===== src/rtl/uart_rx_if.sv =====
// APB register bus bundle for the UART receiver.
// The master drives address, control and write data; the slave returns read data.
interface uart_rx_if;
  logic [31:0] paddr;
  logic        psel;
  logic        penable;
  logic        pwrite;
  logic [31:0] pwdata;
  logic [31:0] prdata;

  modport master (output paddr, psel, penable, pwrite, pwdata, input prdata);
  modport slave  (input paddr, psel, penable, pwrite, pwdata, output prdata);
endinterface


===== src/rtl/uart_rx.sv =====
// uart_rx: APB-slave UART receiver. Synchronizes rxd, deframes
// start/data/parity/stop using the transmitter's baud code (T = 16<<baud),
// and holds the received byte plus sticky error flags for CPU read.
// Optional build macro UART_RX_FIFO_EN replaces the single holding register
// with a 4-entry receive FIFO and reports its level in STATUS[7:5].
module uart_rx #(
  parameter int DSIZE       = 8,
  parameter int SYNC_STAGES = 2
) (
  input  logic     pclk,
  input  logic     reset,
  uart_rx_if.slave apb,
  input  logic     rxd,
  output logic     rx_irq
);

  typedef enum logic [2:0] {IDLE, START, DATA, PARITY, STOP} state_t;

  localparam logic [5:0] REG_CONFIG    = 6'd0;
  localparam logic [5:0] REG_CONTROL   = 6'd1;
  localparam logic [5:0] REG_RX_BUFFER = 6'd2;
  localparam logic [5:0] REG_STATUS    = 6'd3;

  // Widths outside 5..8 fall back to a full 8-bit frame.
  function automatic logic [3:0] eff_width(input logic [3:0] w);
    return ((w < 4'd5) || (w > 4'd8)) ? 4'd8 : w;
  endfunction

  function automatic logic [11:0] bit_period(input logic [2:0] baud);
    return 12'd16 << baud;
  endfunction

  // Bits enter at the MSB, so a short frame sits at the top of the shifter.
  function automatic logic [DSIZE-1:0] align_lsb(input logic [DSIZE-1:0] sh,
                                                 input logic [3:0] w);
    return sh >> (DSIZE - int'(w));
  endfunction

  function automatic logic parity_of(input logic [DSIZE-1:0] d, input logic odd);
    return (^d) ^ odd;
  endfunction

  logic [3:0]             cfg_bw;
  logic [2:0]             cfg_baud;
  logic                   cfg_psel;
  logic                   cfg_pen;
  logic                   rx_en;
  logic [SYNC_STAGES-1:0] sync_p;
  logic                   rx_p0;
  logic                   rx_p1;
  logic                   fall;
  state_t                 state;
  state_t                 state_nx;
  logic [11:0]            cnt;
  logic                   tick;
  logic [DSIZE-1:0]       shreg;
  logic [3:0]             bit_idx;
  logic [3:0]             bw_l;
  logic [2:0]             baud_l;
  logic                   psel_l;
  logic                   pen_l;
  logic                   par_pend;
  logic                   last_bit;
  logic                   start_det;
  logic                   shift_en;
  logic                   par_chk;
  logic                   commit;
  logic [5:0]             addr_idx;
  logic                   wr_en;
  logic                   rd_setup;
  logic                   pop;
  logic                   clr_err;
  logic                   valid;
  logic                   parity_err;
  logic                   frame_err;
  logic                   overrun;
  logic                   overrun_ev;
  logic [DSIZE-1:0]       buf_out;
  logic [DSIZE-1:0]       frame_data;
  logic [31:0]            rd_data;
  logic                   unused_bits;

  assign addr_idx    = apb.paddr[7:2];
  assign wr_en       = apb.psel & apb.penable & apb.pwrite;
  assign rd_setup    = apb.psel & ~apb.pwrite & ~apb.penable;
  assign pop         = apb.psel & apb.penable & ~apb.pwrite & (addr_idx == REG_RX_BUFFER);
  assign clr_err     = wr_en & (addr_idx == REG_CONTROL) & apb.pwdata[1];
  assign unused_bits = ^{apb.paddr[31:8], apb.paddr[1:0], apb.pwdata[31:9]};

  // CONFIG and CONTROL register writes.
  always_ff @(posedge pclk) begin
    if (reset) begin
      cfg_bw   <= 4'd8;
      cfg_baud <= 3'd0;
      cfg_psel <= 1'b0;
      cfg_pen  <= 1'b0;
      rx_en    <= 1'b0;
    end else if (wr_en) begin
      if (addr_idx == REG_CONFIG) begin
        cfg_bw   <= apb.pwdata[3:0];
        cfg_baud <= apb.pwdata[6:4];
        cfg_psel <= apb.pwdata[7];
        cfg_pen  <= apb.pwdata[8];
      end
      if (addr_idx == REG_CONTROL) rx_en <= apb.pwdata[0];
    end
  end

  // ---- stage p0: metastability synchronizer, p1: previous line value for edge detect
  always_ff @(posedge pclk) begin
    if (reset) begin
      sync_p <= '1;
      rx_p1  <= 1'b1;
    end else begin
      sync_p <= {sync_p[SYNC_STAGES-2:0], rxd};
      rx_p1  <= rx_p0;
    end
  end

  assign rx_p0    = sync_p[SYNC_STAGES-1];
  assign fall     = rx_p1 & ~rx_p0;
  assign tick     = (cnt == 12'd0);
  assign last_bit = (bit_idx == (bw_l - 4'd1));

  // FSM state register.
  always_ff @(posedge pclk) begin
    if (reset) state <= IDLE;
    else       state <= state_nx;
  end

  // FSM next state; dropping rx_en aborts any frame in progress.
  always_comb begin
    state_nx = state;
    if (!rx_en) begin
      state_nx = IDLE;
    end else begin
      case (state)
        IDLE:    if (fall) state_nx = START;
        START:   if (tick) state_nx = rx_p0 ? IDLE : DATA;
        DATA:    if (tick && last_bit) state_nx = pen_l ? PARITY : STOP;
        PARITY:  if (tick) state_nx = STOP;
        STOP:    if (tick) state_nx = IDLE;
        default: state_nx = IDLE;
      endcase
    end
  end

  // FSM outputs: one-cycle strobes at each mid-bit sample point.
  always_comb begin
    start_det = 1'b0;
    shift_en  = 1'b0;
    par_chk   = 1'b0;
    commit    = 1'b0;
    case (state)
      IDLE:    start_det = rx_en & fall;
      DATA:    shift_en  = rx_en & tick;
      PARITY:  par_chk   = rx_en & tick;
      STOP:    commit    = rx_en & tick;
      default: ;
    endcase
  end

  // Bit timer, shifter and per-frame config snapshot (reloaded at every start).
  always_ff @(posedge pclk) begin
    if (start_det) begin
      cnt      <= bit_period(cfg_baud) >> 1;
      bit_idx  <= 4'd0;
      shreg    <= '0;
      bw_l     <= eff_width(cfg_bw);
      baud_l   <= cfg_baud;
      psel_l   <= cfg_psel;
      pen_l    <= cfg_pen;
      par_pend <= 1'b0;
    end else begin
      if (tick) cnt <= bit_period(baud_l) - 12'd1;
      else      cnt <= cnt - 12'd1;
      if (shift_en) begin
        shreg   <= {rx_p0, shreg[DSIZE-1:1]};
        bit_idx <= bit_idx + 4'd1;
      end
      if (par_chk && (rx_p0 != parity_of(shreg, psel_l))) par_pend <= 1'b1;
    end
  end

  assign frame_data = align_lsb(shreg, bw_l);

`ifdef UART_RX_FIFO_EN
  logic [DSIZE-1:0] fifo_mem [4];
  logic [1:0]       wr_ptr;
  logic [1:0]       rd_ptr;
  logic [2:0]       level;
  logic             pop_ok;
  logic             push_ok;

  assign pop_ok     = pop & (level != 3'd0);
  assign overrun_ev = commit & (level == 3'd4) & ~pop_ok;
  assign push_ok    = commit & ~overrun_ev;
  assign valid      = (level != 3'd0);
  assign buf_out    = valid ? fifo_mem[rd_ptr] : '0;

  // FIFO pointers and fill level; a pop frees a slot for a same-cycle push.
  always_ff @(posedge pclk) begin
    if (reset) begin
      wr_ptr <= 2'd0;
      rd_ptr <= 2'd0;
      level  <= 3'd0;
    end else begin
      if (push_ok) wr_ptr <= wr_ptr + 2'd1;
      if (pop_ok)  rd_ptr <= rd_ptr + 2'd1;
      level <= level + {2'b00, push_ok} - {2'b00, pop_ok};
    end
  end

  // FIFO storage.
  always_ff @(posedge pclk) begin
    if (push_ok) fifo_mem[wr_ptr] <= frame_data;
  end
`else
  logic [DSIZE-1:0] hold;

  assign overrun_ev = commit & valid & ~pop;
  assign buf_out    = hold;

  // Holding-register valid flag; a pop in the commit cycle makes room.
  always_ff @(posedge pclk) begin
    if (reset)                     valid <= 1'b0;
    else if (commit && !overrun_ev) valid <= 1'b1;
    else if (pop)                  valid <= 1'b0;
  end

  // Holding-register data.
  always_ff @(posedge pclk) begin
    if (commit && !overrun_ev) hold <= frame_data;
  end
`endif

  // Sticky error flags; a commit in the clear cycle still records its errors.
  always_ff @(posedge pclk) begin
    if (reset) begin
      parity_err <= 1'b0;
      frame_err  <= 1'b0;
      overrun    <= 1'b0;
    end else begin
      if (clr_err) begin
        parity_err <= 1'b0;
        frame_err  <= 1'b0;
        overrun    <= 1'b0;
      end
      if (commit) begin
        if (par_pend)   parity_err <= 1'b1;
        if (!rx_p0)     frame_err  <= 1'b1;
        if (overrun_ev) overrun    <= 1'b1;
      end
    end
  end

  // Interrupt follows the flags one cycle later.
  always_ff @(posedge pclk) begin
    if (reset) rx_irq <= 1'b0;
    else       rx_irq <= valid | parity_err | frame_err | overrun;
  end

  // Read mux; unmapped offsets read zero.
  always_comb begin
    rd_data = '0;
    case (addr_idx)
      REG_CONFIG:    rd_data[8:0] = {cfg_pen, cfg_psel, cfg_baud, cfg_bw};
      REG_CONTROL:   rd_data[0]   = rx_en;
      REG_RX_BUFFER: rd_data[DSIZE-1:0] = buf_out;
      REG_STATUS: begin
        rd_data[4:0] = {(state != IDLE), overrun, frame_err, parity_err, valid};
`ifdef UART_RX_FIFO_EN
        rd_data[7:5] = level;
`endif
      end
      default: ;
    endcase
  end

  // prdata is captured in the setup phase so it is stable for the access phase.
  always_ff @(posedge pclk) begin
    if (reset)         apb.prdata <= '0;
    else if (rd_setup) apb.prdata <= rd_data;
  end

endmodule


===== src/flat_wrapper.sv =====
// flat-port wrapper written by rule: the top's interface ports become plain ports
module uart_rx_flat 
#(
  parameter int DSIZE       = 8,
  parameter int SYNC_STAGES = 2
)
  (pclk, reset, rxd, rx_irq, apb_paddr, apb_psel, apb_penable, apb_pwrite, apb_pwdata, apb_prdata);
  uart_rx_if apb_i ();
  input  logic pclk;
  input  logic reset;
  input  logic rxd;
  output logic rx_irq;
  input wire logic [$bits(apb_i.paddr)-1:0] apb_paddr;
  input wire logic [$bits(apb_i.psel)-1:0] apb_psel;
  input wire logic [$bits(apb_i.penable)-1:0] apb_penable;
  input wire logic [$bits(apb_i.pwrite)-1:0] apb_pwrite;
  input wire logic [$bits(apb_i.pwdata)-1:0] apb_pwdata;
  output wire logic [$bits(apb_i.prdata)-1:0] apb_prdata;
  assign apb_i.paddr = apb_paddr;
  assign apb_i.psel = apb_psel;
  assign apb_i.penable = apb_penable;
  assign apb_i.pwrite = apb_pwrite;
  assign apb_i.pwdata = apb_pwdata;
  assign apb_prdata = apb_i.prdata;
  uart_rx #(.DSIZE(DSIZE), .SYNC_STAGES(SYNC_STAGES)) u_core (.pclk(pclk), .reset(reset), .apb(apb_i), .rxd(rxd), .rx_irq(rx_irq));
endmodule

===== config.mk =====
export PLATFORM = sky130hd
export DESIGN_NAME = uart_rx_flat
export DESIGN_NICKNAME = d
export VERILOG_FILES = /design/src/rtl/uart_rx_if.sv /design/src/rtl/uart_rx.sv /design/src/flat_wrapper.sv
export SDC_FILE = /design/constraint.sdc
export NUM_CORES = 1
export LEC_CHECK = 0
export BUFFER_PORTS_ARGS = -buffer_cell sky130_fd_sc_hd__buf_2
export CORE_ASPECT_RATIO = 0.8
export CORE_MARGIN = 2
export CORE_UTILIZATION = 32
export CTS_BUF_LIST = sky130_fd_sc_hd__clkbuf_16
export DETAILED_ROUTE_END_ITERATION = 8
export PLACE_DENSITY_LB_ADDON = 0.25
export SLEW_MARGIN = 25
export SYNTH_ARGS = -nofsm -noshare
export SYNTH_HDL_FRONTEND = slang
export SYNTH_SLANG_ARGS = --single-unit

===== constraint.sdc =====
create_clock -name pclk -period 2.1 [get_ports pclk]
set_input_delay 0.42 -clock pclk [delete_from_list [all_inputs] [get_ports pclk]]
set_output_delay 0.42 -clock pclk [all_outputs]
set_load 0.01 [all_outputs]

==> results_dict.tcl <==
set metrics [dict create \
    critPathLaunchType "flip-flop" \
    cp-end-kind "flip-flop" \
    synth_warnings 0 \
    r2r_slack_ps 100 \
    post-place-ws_ps -126.5 \
    clk_pin_slew_worst_paths_ps 60 \
    critPathRequiredTime_ps 2350 \
    port_buffers 30 \
    grt_use_total_pct 14.37 \
    area_growth_pct 18.50 \
    cts_hold_buf 0 \
    yosysTopAreaCellShare_pct 28.41 \
    yosys.area.top_type "dfxtp_1" \
    crit_arrival_ps 2250 \
    drc 0 \
    first_global_vias 2913 \
    grt_setup_unrepaired "false" \
    cp_slowest_cell "or4_1" \
    netSwitchingPower_w 0.0008104 \
    met1_usage_pct 19.64 \
    wire_per_inst_um 14.56 \
    hold_class "in2reg" \
    dieWidth_um 127.0 \
    skew_ps 5.680 \
    final_cells 625 \
    grt_use_met3_pct 4.293 \
    vdd_drop_max_uv 403.1 \
    period_minus_slack_ps 1997 \
    fp.dieH_um 102.4 \
    maxCapViolCount 0 \
    vias 3122 \
    ys_dominant_reg_cell "dfxtp_1" \
    dpl.hpwl_mm 6.779 \
    internal_power_w 0.002508 \
    worst_slack_ps 102.6 \
    grt_pass1_wl_mm 14.41 \
    p_clk_share_pct 45.1 \
    ctsHtreeMaxLevel 3 \
    setup_viol 0 \
    clock_sinks 72 \
    coreArea_mm2 0.01165 \
    combPwrFrac_pct 7.9 \
    drtPass1Iterations 4 \
    synth.top_cells.by_count "dfxtp_1 (55), nor2_1 (47), nand2_1 (33)" \
    max_stage_delay_ps 510 \
    gr-usage-met2_pct 21.79 \
    viasPerCell 4.995 \
    synth.area.top_cells "dfxtp_1 (28%), edfxtp_1 (13%), mux2i_1 (5.2%)" \
    initial_utilization_pct 33.27 \
    ys_types 62 \
    antenna_found_initial 0 \
    max_freq_ghz 0.5007 \
    crit_fanout 6 \
    total_power_w 0.003318 \
    power_density_mw_per_mm2 722.6 \
    dieArea_mm2 0.01301 \
    yosysMostFrequentCell "dfxtp_1" \
    cts_buffers 9 \
    regArea_mm2 0.001612 \
    grt_overflow 0 \
    antenna_cells 0 \
    worst-setup-path-type "reg2reg" \
    syn_area_mm2 0.003875 \
    drt_iter0_drc 157 \
    layout_worst_path_cycle_share_pct 95.11 \
    fillers 1162 \
    drive_gt1_share_pct 21.38 \
    cts_tree "yes" \
    ys_seq_area_share_pct 41.59 \
    multi_input_area_mm2 0.002056 \
    busiest_layer "met2" \
    switching_share_pct 24.42 \
    final_max_slew_viol_count 0 \
    seq_power_share_pct 47.0 \
    fin_hold_ws_ps 263.1 \
    leakage_nw 1.817 \
    clk_latency_ps 340 \
    num_rows 35 \
    dp.cells 609 \
    drtAntennaViolNets 0 \
    cts_buffer_depth 2 \
    synth-edff-count 17 \
    grt_max_degree 29 \
    finalHoldViolCount 0 \
    cp_cell_sequence "inv_1 -> ha_1 -> xor2_1 -> a311o_1 -> o21ai_2 -> or4_1 -> o31ai_1" \
    postSynthCellCount 422 \
    ys_ff_latch 72 \
    syn_avg_cell_area_um2 9.182 \
    fin_nets 546 \
    status "complete, no violations" \
    routed_wl_mm 9.103 \
    io_pins 103 \
    async_flop_share_pct 0 \
    root_buffer "clkbuf_16" \
    routabilityCongestion 0.8326 \
]
## cells in the final DEF (no fill, tap or decap), types with 4 or more instances in the layout
| master | count |
|---|---|
| xor2_1 | 6 |
| nor3_1 | 9 |
| conb_1 | 23 |
| edfxtp_1 | 17 |
| nand2b_1 | 7 |
| a2bb2oi_1 | 6 |
| mux2i_1 | 20 |
| nor2b_1 | 5 |
| a22oi_1 | 6 |
| and2_1 | 6 |
| buf_2 | 30 |
| clkbuf_16 | 9 |
| inv_1 | 11 |
| xnor2_1 | 18 |
| nand4_1 | 4 |
| ha_1 | 4 |
| o21ai_0 | 14 |
| a21oi_1 | 25 |
| nand2_1 | 33 |
| nor4_1 | 7 |
| nand3_1 | 8 |
| dfxtp_1 | 55 |
| a41oi_1 | 6 |
| buf_4 | 32 |
| nor2_1 | 46 |
| or2_2 | 4 |
## routing by layer
metal  wire [µm]  up-vias
met3         402       10
met2        4026       51
met5           0        -
li1            -     1567
met1        4567     1494
met4         107        0
## repair_timing
item | CTS | global route
buffers inserted | 0 | 0
resized for setup | 0 | 4
setup endpoints to repair | 0 | 13
## final timing paths
check | cells after the start | from | endpoint
worst max-delay path | 7 | u_core.bw_l[0] | u_core.state[2]
worst min-delay path | 2 | rxd | u_core.sync_p[0]
worst max register to register | 7 | u_core.bw_l[0] | u_core.state[2]
worst min register to register | 1 | u_core.sync_p[0] | u_core.sync_p[1]
## final cells by class
cell class                 instances  share of cell area [%]
sequential                        72                   35.10
tap                              148                   4.033
timing repair buffer              63                   8.937
clock buffer                       9                   4.905
clock inverter                     7                   1.362
inverter                          11                  0.8992
multi-input combinational        315                   44.77
## logic make-up (layout without fill, tap and decap cells)
kind of cell,Yosys count,in the layout,share of synthesized area (%)
simple gates,154,154,21.18
flops,72,72,41.59
other cells,1,23,0.09678
xor+xnor,26,26,6.232
compound gates,83,83,14.37
buf+inv,57,90,8.040
mux,25,25,7.200
fa+ha+maj,4,4,1.292
## state kept, by name, indices dropped and copies added (netlist names), 3 cells and up
| name | count |
|---|---|
| u_core.cfg_baud | 3 |
| u_core.buf_out | 8 |
| u_core.shreg | 8 |
| u_core.bw_l | 4 |
| u_core.apb.prdata | 9 |
| u_core.state | 3 |
| u_core.cnt | 12 |
| u_core.baud_l | 3 |
| u_core.cfg_bw | 4 |
| u_core.bit_idx | 4 |
## stage by stage
| step | setup TNS [ps] | utilization [%] | area [µm²] |
|---|---|---|---|
| 6_report | 0 | 39.42 | 4592 |
| 5_1_grt | 0 | 39.42 | 4592 |
| 4_1_cts | 0 | 39.30 | 4578 |
| 3_5_place_dp | -1685 | 36.83 | 4290 |
| 3_3_place_gp | -1389 | 36.83 | 4290 |
| 2_1_floorplan | -25.93 | - | 3966 |
## power by group through the flow
stage | Clock [W] | Sequential [W] | Combinational (W)
after floorplan | 0 | 0.00157 | 0.000220
after global placement | 0 | 0.00159 | 0.000257
after detailed placement | 0 | 0.00159 | 0.000261
after CTS | 0.00153 | 0.00156 | 0.000262
after global routing | 0.00158 | 0.00157 | 0.000291
final | 0.00150 | 0.00156 | 0.000262
## worst max-delay path, delay by kind of cell, from the launching register on
kind | cells | cell delay, ps
adders and majority gates | 1 | 430
AOI/OAI and AO/OA | 3 | 370
xor gates and xnor gates | 1 | 190
and+or+nand+nor | 1 | 510
buffers and inverters | 1 | 60
DFF | 1 | 350
Note: power is estimated with default switching activity, not from simulation.
